$ cat src/rtl/exu_sprw_simd.sv
// Packed 4x8-bit signed SIMD execute unit: three-stage pipeline (E1 issue, E2 lane ops/products, E3 reduction).
// Build option: define RV_SPRW_SATADD_EN to turn f3=111 into saturating SATADD8; otherwise it decodes as ADD8.
module exu_sprw_simd #(
    parameter logic [6:0] OPC = 7'b0001011
) (
    input  logic        clk,
    input  logic        rst,
    input  logic        freeze,
    input  logic        in_valid,
    input  logic [31:0] instr,
    input  logic [31:0] ra,
    input  logic [31:0] rb,
    output logic        out_valid,
    output logic [31:0] out,
    output logic [31:0] acc
);

    localparam logic [2:0] F3_ADD8   = 3'b000;
    localparam logic [2:0] F3_SUB8   = 3'b001;
    localparam logic [2:0] F3_MAX8   = 3'b010;
    localparam logic [2:0] F3_MIN8   = 3'b011;
    localparam logic [2:0] F3_DOT8   = 3'b100;
    localparam logic [2:0] F3_DOTACC = 3'b101;
    localparam logic [2:0] F3_ACCCLR = 3'b110;
    localparam logic [2:0] F3_SAT8   = 3'b111;

    // Per-lane element op; DOT/ACC ops ignore the lane result, so any value is fine for them.
    function automatic logic [7:0] lane_op(input logic [2:0] op,
                                           input logic [7:0] a,
                                           input logic [7:0] b);
        logic [7:0] r;
`ifdef RV_SPRW_SATADD_EN
        logic [8:0] s9;
`endif
        r = a + b;
        case (op)
            F3_SUB8: r = a - b;
            F3_MAX8: r = ($signed(a) > $signed(b)) ? a : b;
            F3_MIN8: r = ($signed(a) < $signed(b)) ? a : b;
`ifdef RV_SPRW_SATADD_EN
            F3_SAT8: begin
                s9 = {a[7], a} + {b[7], b};
                if (s9[8] != s9[7]) r = s9[8] ? 8'h80 : 8'h7F;
                else                r = s9[7:0];
            end
`endif
            default: r = a + b;
        endcase
        return r;
    endfunction

    logic        accept;
    logic        unused_instr;

    logic        v2_q;
    logic [2:0]  f3_2_q;
    logic [31:0] ra_q;
    logic [31:0] rb_q;

    logic [31:0]      lane_d;
    logic [3:0][15:0] prod_d;

    logic             v3_q;
    logic [2:0]       f3_3_q;
    logic [31:0]      lane_q;
    logic [3:0][15:0] prod_q;

    logic [31:0] dot_e3;
    logic [31:0] out_d;
    logic [31:0] acc_d;
    logic        out_valid_q;
    logic [31:0] out_q;
    logic [31:0] acc_q;

    assign accept       = in_valid & (instr[6:0] == OPC) & ~freeze;
    assign unused_instr = ^{instr[31:15], instr[11:7]};

    // E1 -> E2
    always_ff @(posedge clk or posedge rst) begin
        if (rst) begin
            v2_q   <= 1'b0;
            f3_2_q <= 3'b000;
            ra_q   <= 32'h0;
            rb_q   <= 32'h0;
        end else if (!freeze) begin
            v2_q <= accept;
            if (accept) begin
                f3_2_q <= instr[14:12];
                ra_q   <= ra;
                rb_q   <= rb;
            end
        end
    end

    for (genvar g = 0; g < 4; g++) begin : g_lane
        logic signed [7:0] a_s;
        logic signed [7:0] b_s;
        assign a_s              = ra_q[8*g +: 8];
        assign b_s              = rb_q[8*g +: 8];
        assign lane_d[8*g +: 8] = lane_op(f3_2_q, ra_q[8*g +: 8], rb_q[8*g +: 8]);
        assign prod_d[g]        = a_s * b_s;
    end

    // E2 -> E3
    always_ff @(posedge clk or posedge rst) begin
        if (rst) begin
            v3_q   <= 1'b0;
            f3_3_q <= 3'b000;
            lane_q <= 32'h0;
            prod_q <= '0;
        end else if (!freeze) begin
            v3_q <= v2_q;
            if (v2_q) begin
                f3_3_q <= f3_2_q;
                lane_q <= lane_d;
                prod_q <= prod_d;
            end
        end
    end

    assign dot_e3 = {{16{prod_q[0][15]}}, prod_q[0]} + {{16{prod_q[1][15]}}, prod_q[1]}
                  + {{16{prod_q[2][15]}}, prod_q[2]} + {{16{prod_q[3][15]}}, prod_q[3]};

    // acc is read and written in E3 only, so back-to-back DOTACCs see each other's sums.
    always_comb begin
        out_d = lane_q;
        acc_d = acc_q;
        case (f3_3_q)
            F3_DOT8:   out_d = dot_e3;
            F3_DOTACC: begin
                out_d = acc_q + dot_e3;
                acc_d = acc_q + dot_e3;
            end
            F3_ACCCLR: begin
                out_d = 32'h0;
                acc_d = 32'h0;
            end
            default:   out_d = lane_q;
        endcase
    end

    always_ff @(posedge clk or posedge rst) begin
        if (rst) begin
            out_valid_q <= 1'b0;
            out_q       <= 32'h0;
            acc_q       <= 32'h0;
        end else if (!freeze) begin
            out_valid_q <= v3_q;
            if (v3_q) begin
                out_q <= out_d;
                acc_q <= acc_d;
            end
        end
    end

    assign out_valid = out_valid_q;
    assign out       = out_q;
    assign acc       = acc_q;

endmodule

$ cat config.mk
export PLATFORM = sky130hd
export DESIGN_NAME = exu_sprw_simd
export DESIGN_NICKNAME = d
export VERILOG_FILES = /design/src/rtl/exu_sprw_simd.sv
export SDC_FILE = /design/constraint.sdc
export NUM_CORES = 1
export LEC_CHECK = 0
export BUFFER_PORTS_ARGS = -buffer_cell sky130_fd_sc_hd__buf_4
export CORE_UTILIZATION = 62
export DETAILED_ROUTE_END_ITERATION = 8
export HOLD_SLACK_MARGIN = 0.05
export PLACE_DENSITY = 0.86
export SLEW_MARGIN = 20
export SYNTH_ARGS = -nofsm -noshare
export SYNTH_HDL_FRONTEND = slang
export SYNTH_SLANG_ARGS = --single-unit
$ cat constraint.sdc
create_clock -name clk -period 19.2 [get_ports clk]
set_clock_uncertainty 0.2 [all_clocks]
set_input_delay 2.88 -clock clk [delete_from_list [all_inputs] [get_ports clk]]
set_output_delay 2.88 -clock clk [all_outputs]
set_load 0.005 [all_outputs]
Word-level counts from Yosys, hierarchy flattened
Cells that the tools add are included.
W data, S select, Z words.
{"block": "word_totals", "register_bits": 233, "inputBits": 100, "out_inout_bits": 65, "elab_cells": 67}
{"block": "classes", "addsub": 12, "n_mul": 4, "n_lt_le_gt_ge": 8, "eq_ne": 7, "mux": 14, "n_bitwise": 3, "n_reduce_logical": 5}
{"cell": "$pmux W32 S3", "count": 1}
{"cell": "$pmux W8 S3", "count": 4}
{"cell": "$mul A8 B8 Y16", "count": 4}
{"cell": "$mux W8", "count": 8}
{"cell": "$pmux W32 S2", "count": 1}
{"cell": "$add A32 B32 Y32", "count": 1}
{"cell": "$add A8 B8 Y8", "count": 4}
{"cell": "$gt A8 B8 Y1", "count": 4}
{"cell": "$lt A8 B8 Y1", "count": 4}
{"cell": "$sub A8 B8 Y8", "count": 4}
{"cell": "$add A18 B16 Y19", "count": 1}
{"cell": "$add A17 B16 Y18", "count": 1}
{"cell": "$add A16 B16 Y17", "count": 1}
{"cell": "$eq A3 B3 Y1 const B", "count": 3}
{"cell": "$eq A7 B4 Y1 const B", "count": 1}
{"cell": "$eq A3 B2 Y1 const B", "count": 2}
{"cell": "$reduce_and A2 Y1", "count": 3}
{"cell": "$eq A3 B1 Y1 const B", "count": 1}
{"cell": "$reduce_and A3 Y1", "count": 1}
{"cell": "$and A1 B1 Y1", "count": 2}
{"cell": "$reduce_bool A2 Y1", "count": 1}
{"cell": "$not A1 Y1", "count": 1}

Longest topological paths before layout
Gate-level depths: netlist of the first run.
{"block": "depth", "depth_word": 5, "ltp_mapped": 24, "depth_no_buf": 24}

Worst setup path after synthesis of the first run
OpenSTA, ideal clock, no wires.
{"block": "synth_timing", "path_type": "reg2reg", "start": "reg prod_q[11] (netlist name)", "end": "reg out_q[31], in the netlist out[31]", "setup_ps": 82, "t_arrival_ps": 5033, "t_required_ps": 18918, "slack_ps": 13885, "path_stages_with_launch": 23, "n_path_buf": 0, "period_less_slack_ps": 5315, "cell_sequence": "dfrtp_1 > inv_1 > fa_1 > fa_1 > inv_1 > ha_1 > a21o_1 > a21o_1 > a221oi_1 > o31ai_2 > nand2_1 > a21oi_1 > inv_1 > ha_1 > a21o_1 > a21o_1 > a21o_1 > a221o_1 > a221o_1 > a41oi_1 > xnor3_1 > nand2b_4 > o211ai_2"}
{"block": "synth_between", "elab_chain_len": 5}
{"element": "start, declared", "line": "66", "text": "logic [3:0][15:0] prod_q;"}
{"element": "start signal, assigned", "line": "116", "text": "prod_q <= prod_d;"}
{"element": "$add A16 B16 Y17 (*)", "line": "121", "text": "assign dot_e3 = {{16{prod_q[0][15]}}, prod_q[0]} + {{16{prod_q[1][15]}}, prod_q[1]}"}
{"element": "$add A17 B16 Y18 (*)", "line": "122", "text": "+ {{16{prod_q[2][15]}}, prod_q[2]} + {{16{prod_q[3][15]}}, prod_q[3]};"}
{"element": "$add A18 B16 Y19 (*)", "line": "122"}
{"element": "$add A32 B32 Y32", "line": "131", "text": "out_d = acc_q + dot_e3;"}
{"element": "$pmux W32 S3 (*)", "line": "128", "text": "case (f3_3_q)"}
{"element": "end signal, assigned", "line": "150", "text": "out_q <= out_d;"}
{"element": "end, declared", "line": "72", "text": "logic [31:0] out_q;"}
Every way passes the cells marked *; elsewhere a longest branch is shown, timed or not.
A chain may end at the register's enable or synchronous reset.

Final worst setup path of the first run
{"block": "layout_timing", "start": "reg prod_q[33] (netlist name)", "end": "reg out_q[31], in the netlist out[31]"}
{"block": "layout_between", "elab_chain_len": 4}
{"element": "$add A17 B16 Y18 (*)", "line": "122"}
{"element": "$add A18 B16 Y19 (*)", "line": "122"}
{"element": "$add A32 B32 Y32", "line": "131"}
{"element": "$pmux W32 S3 (*)", "line": "128"}
Marks and branches as above.

==> key figures, run 1 <==
Synthesis
  – Ys flop type: dfrtp_1
  – Cells after Synth: approximately 2800
  – Post-synth net total: approximately 3400
  – Async S/R FF share, synth: 100.0%
  – Cell accounting for the most synthesized area: dfrtp_1
  – Mapped Area: approximately 0.025 mm²
  – Unique cell type count in the Yosys netlist: 87
  – Count leader, synth: inv_1
  – Synth area leaders: dfrtp_1 (23%), fa_1 (21%), ha_1 (12%)
  – Share of the synthesized area in the top cell type: between 20% and 30%
  – Post-synth EDFFs: 0
  – YS warnings: 0
  – Post-synth top cells: inv_1 (434), nand2_1 (306), fa_1 (262), dfrtp_1 (233), ha_1 (232)
  – Syn avg cell area: 9.017 µm²
  – Post-synthesis register bit count: about 230
  – Sequential area share after synthesis: a little under a quarter

Critical path
  – Type of origin of the critical path: flip-flop
  – Req. time, crit path: between 15 and 20 ns
  – RR Startpoint: prod_q[33]$_DFFE_PP0P_
  – Crit-path max FO: 6
  – Critical Path AT: between 6 and 7 ns
  – Setup crit start: prod_q[33]$_DFFE_PP0P_
  – CP Class: flip-flop to flip-flop
  – Worst Setup End Kind: flip-flop

Finish
  – Multi-input gate area: between 0.015 and 0.02 mm²
  – Area Growth Syn to Fin: 9.926%
  – Fill cells: between 3000 and 4000
  – Fraction of layout cells with a size suffix above 1: approximately 10%
  – Storage cell area: around 0.0058 mm²
  – Cell area after layout: between 0.02 and 0.03 mm²
  – Final nets: approximately 3500

Global routing
  – Total track usage: between 30% and 40%
  – Global-route wire length before repair: approximately 110000 µm
  – Largest net degree at the start of global routing: 94
  – Vias in the first global route: between 20000 and 25000
  – Gr ovfl total: 0
  – Initial antenna violation count: 3

Pwr
  – Switching Share: between 40 and 50%
  – Cell internal pwr: 2.207 mW
  – Peak supply drop: 0.0002325 V
  – Flop pwr share: around 14%
  – Switching power total: a little over 2 mW
  – Power density cells: approximately 150 mW/mm²
  – Clock share of power: around 14%
  – Total Power: around 4.3 mW
  – Combinational Power Share: 72.3%
  – P_leak: ~14 nW

Floorplan
  – DIE AREA: roughly 0.041 mm²
  – Row count: 73
  – Ports: between 150 and 200
  – Die Wd: ~200 µm
  – Die H: 203.3 µm
  – Initial core utilization: approximately 63%
  – Core area: approximately 0.040 mm²

CTS
  – CTS root buffer: clkbuf_16
  – Clock tree sinks: around 230
  – Inserted Clock Buffers: 30
  – Clock Latency Late Sink: 0.60 ns
  – H-tree depth: 1
  – Hold_buf cts: 0
  – Post_cts resized: 0
  – CTS tree: built
  – Setup Buffers After CTS: 0
  – Clk slew on worst S/H paths: ~0.060 ns
  – Clock Path Buffers: 3

Placed design
  – Buffers on Ports: ~140
  – Final GP Congestion: 0.9865
  – Dpl cell area: 0.02656 mm²
  – HPWL Detailed: roughly 54000 µm

STA
  – Final setup TNS: 0 ns
  – Worst-Margin Slew: between 1 and 1.5 ns
  – Max-slew violation count: 0
  – Final setup fails: 0
  – Tcrit/Tclk final: between 30% and 40%
  – Tmin final: 6.506 ns
  – Final hold viol count: 0
  – RSZ-0062 raised after global routing: false
  – Max Fclk: ~150 MHz
  – Worst slew margin: 21.00%

Routing
  – Via count: around 21000
  – Detail Route Antenna Nets: 0
  – DRT Pass-1 Iters: 8
  – WL/cell: 20.54 µm
  – Total wire length: approximately 70000 µm
  – 1st-iter DRT viols: approximately 1800
  – Vias per cell: 6.115
  – Drt drc: 0

Job
  – Max_cap viols: 0

Outcome
  – Outcome: finished, final reports clean

Worst hold path
  – Hold Crit Class: flip-flop to flip-flop
  – Hold path start: out[7]$_DFFE_PP0P_
critical path: stages (launching register included):
cell	delay, ns
dfrtp_1	0.35
inv_1	0.14
fa_1	0.45
fa_1	0.44
inv_1	0.07
ha_1	0.17
inv_1	0.07
fa_1	0.46
nor2b_1	0.15
o21ai_1	0.10
a21boi_1	0.27
o31a_1	0.25
o41a_1	0.28
a21o_1	0.16
a21oi_1	0.08
xnor2_1	0.39
ha_1	0.39
a21oi_1	0.21
nor2_1	0.08
o41ai_1	0.52
a31oi_2	0.30
a41oi_1	0.39
xnor3_1	0.27
nand2b_4	0.16
o211ai_2	0.06
sequential cells by signal (all words and copies together) (netlist names):
register	count
prod_q	64
acc	32
lane_q	32
out	32
ra_q	32
rb_q	32
f3_2_q	3
f3_3_q	3
out_valid	1
v2_q	1
v3_q	1
logic make-up (layout without fill, tap and decap cells):
kind of cell / count (synthesis) / after routing / share of synthesized area, %
compound gates: 588 / 588 / 14.88
other cells: 0 / 1 / 0
buf+inv: 545 / 652 / 8.308
xor+xnor: 128 / 128 / 4.517
simple gates: 721 / 721 / 13.22
fa+ha+maj: 494 / 494 / 32.43
mux: 77 / 77 / 3.432
flops: 233 / 233 / 23.21
worst paths after layout:
kind	endpoint	slack (ns)	cells after the start
max	out[31]$_DFFE_PP0P_	12.69	24
min in group asynchronous	out[6]$_DFFE_PP0P_	2.18	2
max reg2reg	out[31]$_DFFE_PP0P_	12.69	24
min	out[7]$_DFFE_PP0P_	0.28	2
min reg2reg	out[7]$_DFFE_PP0P_	0.28	2
max in group asynchronous	prod_q[30]$_DFFE_PP0P_	14.27	4
cells in the final DEF (no fill, tap or decap), drive strengths merged, types with 54 or more instances in the layout:
cell type	count
buf	158
a21oi	130
and2	82
nor2	169
a21o	54
xnor2	83
ha	232
fa	262
dfrtp	233
o21ai	198
nand2	307
inv	436
power groups by stage:
stage / combinational, mW / clock [mW] / sequential, mW
after global placement: 2.89 / 0 / 0.586
after global routing: 3.43 / 0.623 / 0.587
after floorplan: 2.32 / 0 / 0.563
final: 3.08 / 0.600 / 0.583
after detailed placement: 3.02 / 0 / 0.589
after CTS: 3.06 / 0.608 / 0.580
area by class of cell:
| class | instances | area share, % |
|---|---|---|
| Multi-Input combinational cell | 2008 | 62.40 |
| Sequential cell | 233 | 21.11 |
| Inverter | 439 | 5.994 |
| Timing Repair Buffer | 158 | 4.295 |
| Clock buffer | 36 | 2.873 |
| Tap cell | 525 | 2.379 |
| Clock inverter | 19 | 0.9379 |
| Antenna cell | 1 | 0.009062 |
metrics by stage:
stage                     worst slack, ns  hold WS [ns]  util [%]  cells
after floorplan                     9.730        0.2403         -   2786
after global placement              13.07        0.2636     66.69   3363
after detailed placement            12.87        0.2708     66.69   3363
after CTS                           12.84        0.2834     69.33   3418
after global routing                12.45        0.3064     69.34   3418
final                               12.69        0.2806     69.34   3419
layer usage:
| metal | vias up | share of wire (%) | GRT usage, % |
|---|---|---|---|
| li1 | 9316 | - | - |
| met1 | 10340 | 40 | 45.49 |
| met2 | 1035 | 47 | 57.35 |
| met3 | 213 | 8.7 | 6.168 |
| met4 | 4 | 4.5 | 14.23 |
| met5 | - | 0.038 | 0 |
Power figures use the tool's default switching activity.
==> inputs of run 2 (changes only) <==
Settings changed: CORE_UTILIZATION 62 to 57, PLACE_DENSITY 0.86 to 0.84.
Clock period 19.2 ns to 5.8 ns, I/O delays scaled along.
==> run 2 against run 1 <==
Net effect:
- largest power group unchanged
- via count fell by 0.42%
- flip-flop and latch count did not move
- critical path type unchanged
- register-to-register slack got worse by 13 ns
- largest cell class unchanged
- combinational power grew to 3.5 times the previous value
- count of clock-buffer cells in the layout is 3 lower
- setup slack worse by 13 ns
- utilization shrank 4.4 points
==> key figures, run 2 (synthesis results as in run 1) <==
Outcome
  – Outcome: finished, final reports clean

Routing
  – Via count: ~21000
  – Vias per cell: just under 6
  – Total wire length: between 70000 and 80000 µm
  – Drt drc: 0
  – WL/cell: 20.30 µm
  – 1st-iter DRT viols: 1815
  – Detail Route Antenna Nets: 0
  – DRT Pass-1 Iters: 6

Floorplan
  – Die H: between 200 and 250 µm
  – Ports: 165
  – Core area: between 0.04 and 0.05 mm²
  – Initial core utilization: approximately three fifths
  – DIE AREA: 0.04492 mm²
  – Row count: 76
  – Die Wd: ~210 µm

Finish
  – Multi-input gate area: around 0.017 mm²
  – Commonest non-fill, non-tap cells in the layout: inv_1 (431), nand2_1 (305), fa_1 (261)
  – Storage cell area: about 0.006 mm²
  – Fill cells: ~3400
  – Final nets: between 3000 and 4000
  – Antenna diodes: 0
  – Max FFs per register: between 60 and 70
  – Largest Register: prod_q
  – Fraction of layout cells with a size suffix above 1: about an eighth
  – Final non-filler cell total: 3509
  – Most common cell after layout, fill and taps aside: inv_1
  – Cell area after layout: around 0.028 mm²
  – Area Growth Syn to Fin: 11.85%

Global routing
  – Vias in the first global route: 21440
  – Initial antenna violation count: 1
  – Total track usage: around 33%
  – Gr ovfl total: 0
  – Global-route wire length before repair: 113800 µm
  – Largest net degree at the start of global routing: slightly above 80

Critical path
  – Type of origin of the critical path: flip-flop
  – Most frequent cell on the critical path: inv_1
  – Critical Path AT: slightly below 6 ns
  – Worst Setup End Kind: flip-flop
  – CP max stage delay: just under 0.5 ns
  – CP Class: flip-flop to flip-flop
  – Req. time, crit path: roughly 6 ns
  – Slowest CP cell: fa_1
  – Crit-path max FO: 4

STA
  – Final setup fails: 0
  – Worst slew margin: a little over a fifth
  – Tcrit/Tclk final: a little over nine tenths
  – Tmin final: roughly 5.7 ns
  – RSZ-0062 raised after global routing: true
  – Final hold viol count: 0
  – Final setup TNS: 0 ns
  – Final setup margin: between 0.1 and 0.15 ns
  – Max Fclk: 176.7 MHz
  – Max-slew violation count: 0
  – Worst-Margin Slew: between 1 and 1.5 ns

Placed design
  – Final GP Congestion: just under 1
  – HPWL Detailed: approximately 55000 µm
  – Dpl cell area: 0.02686 mm²
  – Pre-CTS setup slack: ~0.12 ns
  – Placed cells: between 3000 and 4000
  – Buffers on Ports: 142

CTS
  – Inserted Clock Buffers: 29
  – Clk slew on worst S/H paths: approximately 0.070 ns
  – H-tree depth: 1
  – Clock Latency Late Sink: 0.60 ns
  – CTS root buffer: clkbuf_16
  – Clock tree sinks: around 230
  – Clock Path Buffers: 3
  – CTS tree: built

Job
  – Max_cap viols: 0

Pwr
  – Total Power: 14.63 mW
  – P_leak: ~14 nW
  – Power density cells: 520.7 mW/mm²
  – Peak supply drop: around 0.00060 V

Worst hold path
  – Hold Crit Class: input port to flip-flop
## run 2: cell count changes in the layout (fill, tap and decap cells not counted), moves of 3 or more
cell,before,now
a21oi_1,128,125
a21oi_2,2,5
buf_4,158,191
clkbuf_1,4,0
clkinv_2,5,2
clkinvlp_4,2,6
ha_1,232,229
ha_4,0,3
xnor2_1,83,80
xnor2_2,0,3
## run 2: worst paths after layout
| check | start | to | slack [ns] | cells past startpoint |
|---|---|---|---|---|
| max | prod_q[17]$_DFFE_PP0P_ | out[27]$_DFFE_PP0P_ | 0.14 | 25 |
| min | ra[9] | ra_q[9]$_DFFE_PP0P_ | 0.27 | 3 |
| max reg2reg | prod_q[17]$_DFFE_PP0P_ | out[27]$_DFFE_PP0P_ | 0.14 | 25 |
| min reg2reg | out[22]$_DFFE_PP0P_ | out[22]$_DFFE_PP0P_ | 0.27 | 2 |
| max in group asynchronous | rst | ra_q[21]$_DFFE_PP0P_ | 3.58 | 4 |
| min in group asynchronous | rst | lane_q[0]$_DFFE_PP0P_ | 0.59 | 3 |
## run 2: what timing repair did
action,4_1_cts,5_1_grt
endpoints found under the hold margin,9,0
hold buffers,1,0
endpoints found under the setup margin,0,23
gates resized for setup,0,26
setup buffers,0,5
## run 2: layer usage
metal  vias to the layer above  wire length [µm]  track usage (%)
met4                         2              2558            11.67
met1                     10360             29200            43.17
li1                       9372                 -                -
met3                       191              5555            5.296
met5                         -                11                0
met2                       894             33900            53.67
## run 2: cell type report
cell class	count	area share, %
inverters	439	5.878
well taps	585	2.605
repair buffers	194	5.219
flip-flops and latches	233	20.75
clock buffers	33	2.779
clock inverters	17	0.9351
multi-input cells	2008	61.83
## run 2: where the power goes
group | internal (mW) | total (mW) | switching, mW
combinational | 4.59 | 10.7 | 6.11
clock | 1.23 | 2.01 | 0.780
sequential | 1.76 | 1.93 | 0.170
total | 7.58 | 14.6 | 7.05
## run 2: worst max-delay path, delay by kind of cell, from the launching register on
| kind | cells | cell delay (ns) |
|---|---|---|
| flip-flops | 1 | 0.35 |
| buffers and inverters | 5 | 0.45 |
| AND/OR/NAND/NOR | 2 | 0.15 |
| XOR/XNOR | 2 | 0.29 |
| AO/OA/AOI/OAI | 11 | 2.55 |
| adder cells (fa/ha/maj) | 5 | 1.57 |
## run 2: metrics by stage
step                utilization [%]  hold WS [ns]
floorplan                         -        0.2403
global placement              62.09        0.2592
detailed placement            62.09        0.2666
CTS                           64.53        0.2583
global route                  64.94        0.2825
finish                        64.94        0.2733
